<file path="src/rtl/alu_seq_pkg.sv">
// Shared types for the ALU program sequencer: opcodes, instruction layout and FSM states.
package alu_seq_pkg;

    localparam int INSTR_W = 19;
    localparam int DATA_W  = 8;

    typedef enum logic [2:0] {
        ADD = 3'b000,
        SUB = 3'b001,
        SHL = 3'b010,
        SHR = 3'b011,
        AND = 3'b100,
        OR  = 3'b101,
        XOR = 3'b110,
        NOT = 3'b111
    } opcode_t;

    typedef struct packed {
        opcode_t           op;
        logic [DATA_W-1:0] a;
        logic [DATA_W-1:0] b;
    } instr_t;

    typedef enum logic [2:0] {
        IDLE  = 3'd0,
        FETCH = 3'd1,
        EXEC  = 3'd2,
        OUT   = 3'd3,
        DONE  = 3'd4
    } state_t;

endpackage

</file>
<file path="src/rtl/alu_seq_pc.sv">
// Program counter for the sequencer: loads the run's first address, increments and wraps
// modulo 2**ADDR_W, and flags the last address of the run.
module alu_seq_pc #(
    parameter int ADDR_W     = 6,
    parameter int PROG_LEN   = 64,
    parameter int START_ADDR = 0
) (
    input  logic              clock,
    input  logic              reset,
    input  logic              load,
    input  logic              inc,
    output logic [ADDR_W-1:0] pc,
    output logic              is_last
);

    localparam int                LAST_INT = (START_ADDR + PROG_LEN - 1) % (2 ** ADDR_W);
    localparam logic [ADDR_W-1:0] FIRST    = ADDR_W'(START_ADDR);
    localparam logic [ADDR_W-1:0] LAST     = ADDR_W'(LAST_INT);

    // Load wins over increment so an abort during a handshake rewinds the run.
    always_ff @(posedge clock) begin
        if (reset || load) begin
            pc <= FIRST;
        end else if (inc) begin
            pc <= pc + 1'b1;
        end
    end

    assign is_last = (pc == LAST);

endmodule

</file>
<file path="src/rtl/alu_program_sequencer.sv">
// Fetches PROG_LEN instructions from a combinational ROM, runs each through the external ALU
// and presents results on a valid/ready port. Define ALU_FLAGS_EN to add res_zero/res_neg.
module alu_program_sequencer
    import alu_seq_pkg::*;
#(
    parameter int ADDR_W     = 6,
    parameter int PROG_LEN   = 64,
    parameter int START_ADDR = 0
) (
    input  logic               clock,
    input  logic               reset,
    input  logic               start,
    input  logic               abort,
    output logic [ADDR_W-1:0]  rom_addr,
    input  logic [INSTR_W-1:0] rom_data,
    output logic [2:0]         alu_sel,
    output logic [DATA_W-1:0]  alu_a,
    output logic [DATA_W-1:0]  alu_b,
    input  logic [DATA_W-1:0]  alu_result,
    output logic [DATA_W-1:0]  res_data,
    output logic [2:0]         res_op,
    output logic               res_valid,
    input  logic               res_ready,
    output logic               busy,
`ifdef ALU_FLAGS_EN
    output logic               res_zero,
    output logic               res_neg,
`endif
    output logic               done,
    output state_t             state_dbg
);

    // Result port: a transfer happens on any rising edge with res_valid && res_ready;
    // res_valid, res_data and res_op stay frozen until then, and res_valid never drops
    // without a transfer except on abort or reset.
    state_t            state;
    instr_t            instr;
    logic [ADDR_W-1:0] pc;
    logic              is_last;
    logic              handshake;
    logic              kill;
    logic              pc_load;
    logic              pc_inc;

    assign handshake = res_valid && res_ready;
    assign kill      = abort && (state != IDLE);
    assign pc_load   = kill || (state == DONE);
    assign pc_inc    = (state == OUT) && handshake && !is_last;

    alu_seq_pc #(
        .ADDR_W    (ADDR_W),
        .PROG_LEN  (PROG_LEN),
        .START_ADDR(START_ADDR)
    ) u_pc (
        .clock  (clock),
        .reset  (reset),
        .load   (pc_load),
        .inc    (pc_inc),
        .pc     (pc),
        .is_last(is_last)
    );

    assign rom_addr  = pc;
    assign alu_sel   = instr.op;
    assign alu_a     = instr.a;
    assign alu_b     = instr.b;
    assign state_dbg = state;

    always_ff @(posedge clock) begin
        if (reset) begin
            state     <= IDLE;
            instr     <= '0;
            res_data  <= '0;
            res_op    <= '0;
            res_valid <= 1'b0;
            busy      <= 1'b0;
            done      <= 1'b0;
`ifdef ALU_FLAGS_EN
            res_zero  <= 1'b0;
            res_neg   <= 1'b0;
`endif
        end else if (kill) begin
            // A result in flight is treated as consumed; no done pulse.
            state     <= IDLE;
            res_valid <= 1'b0;
            busy      <= 1'b0;
            done      <= 1'b0;
        end else begin
            case (state)
                IDLE: begin
                    done <= 1'b0;
                    if (start) begin
                        state <= FETCH;
                        busy  <= 1'b1;
                    end
                end
                FETCH: begin
                    instr <= instr_t'(rom_data);
                    state <= EXEC;
                end
                EXEC: begin
                    res_data  <= alu_result;
                    res_op    <= instr.op;
                    res_valid <= 1'b1;
`ifdef ALU_FLAGS_EN
                    res_zero  <= (alu_result == '0);
                    res_neg   <= alu_result[DATA_W-1];
`endif
                    state     <= OUT;
                end
                OUT: begin
                    if (handshake) begin
                        res_valid <= 1'b0;
                        if (is_last) begin
                            state <= DONE;
                            done  <= 1'b1;
                        end else begin
                            state <= FETCH;
                        end
                    end
                end
                DONE: begin
                    done  <= 1'b0;
                    busy  <= 1'b0;
                    state <= IDLE;
                end
                default: state <= IDLE;
            endcase
        end
    end

endmodule
</file>
<file path="config.mk">
export PLATFORM = sky130hd
export DESIGN_NAME = alu_program_sequencer
export DESIGN_NICKNAME = d
export VERILOG_FILES = /design/src/rtl/alu_seq_pkg.sv /design/src/rtl/alu_seq_pc.sv /design/src/rtl/alu_program_sequencer.sv
export SDC_FILE = /design/constraint.sdc
export NUM_CORES = 1
export LEC_CHECK = 0
export CAP_MARGIN = 20
export CELL_PAD_IN_SITES_DETAIL_PLACEMENT = 1
export CELL_PAD_IN_SITES_GLOBAL_PLACEMENT = 1
export CORE_MARGIN = 2
export CORE_UTILIZATION = 30
export DETAILED_ROUTE_END_ITERATION = 16
export GPL_TIMING_DRIVEN = 1
export HOLD_SLACK_MARGIN = 0.02
export MAX_ROUTING_LAYER = met4
export PLACE_DENSITY_LB_ADDON = 0.1
export SLEW_MARGIN = 25
export SYNTH_ARGS = -nofsm -noshare
export SYNTH_HDL_FRONTEND = slang
export SYNTH_SLANG_ARGS = --single-unit
</file>
<file path="constraint.sdc">
create_clock -name clock -period 2 [get_ports clock]
set_input_delay 0.2 -clock clock [delete_from_list [all_inputs] [get_ports clock]]
set_output_delay 0.2 -clock clock [all_outputs]
set_load 0.01 [all_outputs]
</file>
==> impl_metrics.json <==
{
  "place_hpwl_um": 3580,
  "first_global_vias": 1786,
  "placed_cell_area_sq_mm": 0.00257,
  "critPathRequiredTime_ns": 1.80,
  "ant_nets": 0,
  "globalplace.congestion": 0.761,
  "setup_viol": 0,
  "synth_seq_cells": 42,
  "syn2layout_area_growth_pct": 51.2,
  "cts-root-buf": "clkbuf_8",
  "drv_slew": 0,
  "worstSetupStartpointType": "flip-flop",
  "grt_busiest_layer": "met2",
  "die-area_sq_mm": 0.00655,
  "via_count": 1754,
  "final_util": 0.462,
  "post_cts_resized": 0,
  "cts_made_buffers": 5,
  "ys_seq_area_frac": 0.473,
  "crit_slowest_cell": "dfxtp_1",
  "grt_util_met1": 0.221,
  "setup-tns-final_ns": 0,
  "io_pins": 74,
  "grt_pass1_wl_um": 8400,
  "finClkSkew_ns": 0.00371,
  "routed_wl_um": 4940,
  "synth-async-reset-ratio": 0,
  "cap_violations": 0,
  "antenna_found_initial": 0,
  "coreArea_sq_mm": 0.00582,
  "synth_area_sq_mm": 0.00178,
  "detail_route.first_pass.iterations": 3,
  "crit_family": "flip-flops",
  "start_util": 0.306,
  "met2_usage": 0.260,
  "total_power_mw": 1.78,
  "synth-edff-count": 0,
  "syn-num-nets": 244,
  "fin_crit_sh": 0.891,
  "htree_levels": 2,
  "hold_viol_final": 0,
  "grt_util_met3": 0.0478,
  "fillerInstances": 723,
  "rows": 28,
  "remaining_drc_errors": 0,
  "synth.distinct_cells": 38,
  "p_leak_nw": 0.873,
  "irDropWorstVdd_mv": 0.289,
  "cp_num_buf_inv": 1,
  "hold_ws_ns": 0.449,
  "grt-ovfl-total": 0,
  "tightest_slew_ns": 0.519,
  "synth_flop_cell": "dfxtp_1",
  "synth.avg_cell_area_sq_um": 8.42,
  "fin_crit_ns": 1.78,
  "power_per_cell_area_mw_per_mm2": 661,
  "clk-insertion-delay-late_ns": 0.29,
  "outcome": "complete, no violations",
  "layout.nets": 318,
  "cts_tree": "built",
  "drive_above_1_share": 0.0737,
  "path_max_fanout": 12,
  "post_cts_buffers": 0,
  "grt_usage": 0.170,
  "cts.sinks": 42,
  "rsz0062_at_grt": "no",
  "grt_max_degree": 31,
  "fmax_ghz": 0.561,
  "die_h_um": 81.0,
  "post_drt_wl_per_cell_um": 13.7,
  "synthCells": 211,
  "path_class": "flip-flop to output pin",
  "cts_hold_buf": 0,
  "hp-class": "primary input to flip-flop",
  "clk_path_buf_depth": 2,
  "path_cells": "clkdlybuf4s50_1",
  "diodes": 0,
  "die_x_um": 81.0,
  "final_area_sq_mm": 0.00269,
  "critPathMaxStageDelay_ns": 0.65,
  "cp-end-kind": "output pin",
  "portBuffers": 73,
  "ys_warn_count": 0,
  "slew_headroom": 0.653,
  "cp.arrival_ns": 1.58,
  "clk_pin_slew_ns": 0.08,
  "drt_iter0_markers": 55,
  "via_per_inst": 4.87
}
==> where the power goes <==
group          internal (mW)  switching, mW  leakage [nW]
combinational          0.122         0.0944         0.476
sequential             0.856         0.0153         0.340
clock                  0.400          0.288        0.0573
==> final timing paths <==
check                                  start      endpoint  slack [ns]  cells past startpoint
worst max-delay path            state_dbg[2]  state_dbg[2]        0.22                      1
worst min-delay path            rom_data[14]      alu_a[6]        0.45                      3
worst max register to register  state_dbg[1]    u_pc.pc[3]        0.37                      4
worst min register to register   res_data[6]   res_data[6]        0.46                      2
==> per-layer routing <==
layer,vias to the layer above,part of all wire
met2,44,0.45
met3,5,0.049
met5,-,0
li1,869,-
met4,0,0.012
met1,836,0.49
==> final cells by class <==
type / instances / area (sq um) / area share
sequential: 42 / 841 / 0.313
clock buffer: 6 / 82.6 / 0.0307
timing repair buffer: 80 / 783 / 0.292
tap: 75 / 93.8 / 0.0349
inverter: 8 / 30.0 / 0.0112
multi-input combinational: 148 / 826 / 0.307
clock inverter: 1 / 30.0 / 0.0112
==> through the flow <==
step / setup WS (ns) / std cells
floorplan: 0.566 / 211
global route: 0.126 / 360
finish: 0.219 / 360
detailed placement: 0.147 / 353
CTS: 0.198 / 360
global placement: 0.184 / 353
==> flip-flops by register name (all words and copies together) (netlist names) <==
| signal | flops |
|---|---|
| state_dbg | 3 |
| alu_b | 8 |
| alu_a | 8 |
| alu_sel | 3 |
| res_data | 8 |
| res_valid | 1 |
| res_op | 3 |
| u_pc.pc | 6 |
| busy | 1 |
| done | 1 |
==> kinds of logic (layout without fill, tap and decap cells) <==
logic type | Yosys count | after routing | synth area share
and+or+nand+nor | 94 | 94 | 0.268
adders and majority gates | 1 | 1 | 0.00704
AOI/OAI and AO/OA | 49 | 49 | 0.168
muxes | 4 | 4 | 0.0225
buffers and inverters | 21 | 95 | 0.0620
DFF | 42 | 42 | 0.473
==> synth_stat cells (2+ instances only) <==
| master | instances | area share |
|---|---|---|
| buf_2 | 4 | 0.011 |
| nor2_1 | 3 | 0.0063 |
| a21oi_1 | 32 | 0.090 |
| clkbuf_1 | 4 | 0.0084 |
| o21ai_1 | 2 | 0.0056 |
| nor4_1 | 6 | 0.021 |
| buf_4 | 3 | 0.013 |
| nand2b_1 | 2 | 0.0070 |
| nor3_1 | 2 | 0.0056 |
| nand2_1 | 62 | 0.13 |
| o211ai_1 | 8 | 0.034 |
| mux2i_1 | 4 | 0.023 |
| and3_1 | 2 | 0.0070 |
| nand3_1 | 4 | 0.011 |
| dfxtp_1 | 42 | 0.47 |
| inv_1 | 7 | 0.015 |
| buf_6 | 2 | 0.013 |
| or4b_1 | 2 | 0.011 |
==> layout by cell type (no fill, tap or decap), types with 2 or more instances in the layout <==
cell,n
a21oi_1,32
o21ai_1,2
nand2b_1,2
nand2_1,62
nand3_1,4
and3_1,2
mux2i_1,4
nor2_1,3
clkbuf_8,6
clkdlybuf4s50_1,73
nor3_1,2
dfxtp_1,42
buf_4,7
or4b_1,2
o211ai_1,8
nor4_1,6
inv_1,7
(Power assumes the default switching activity.)
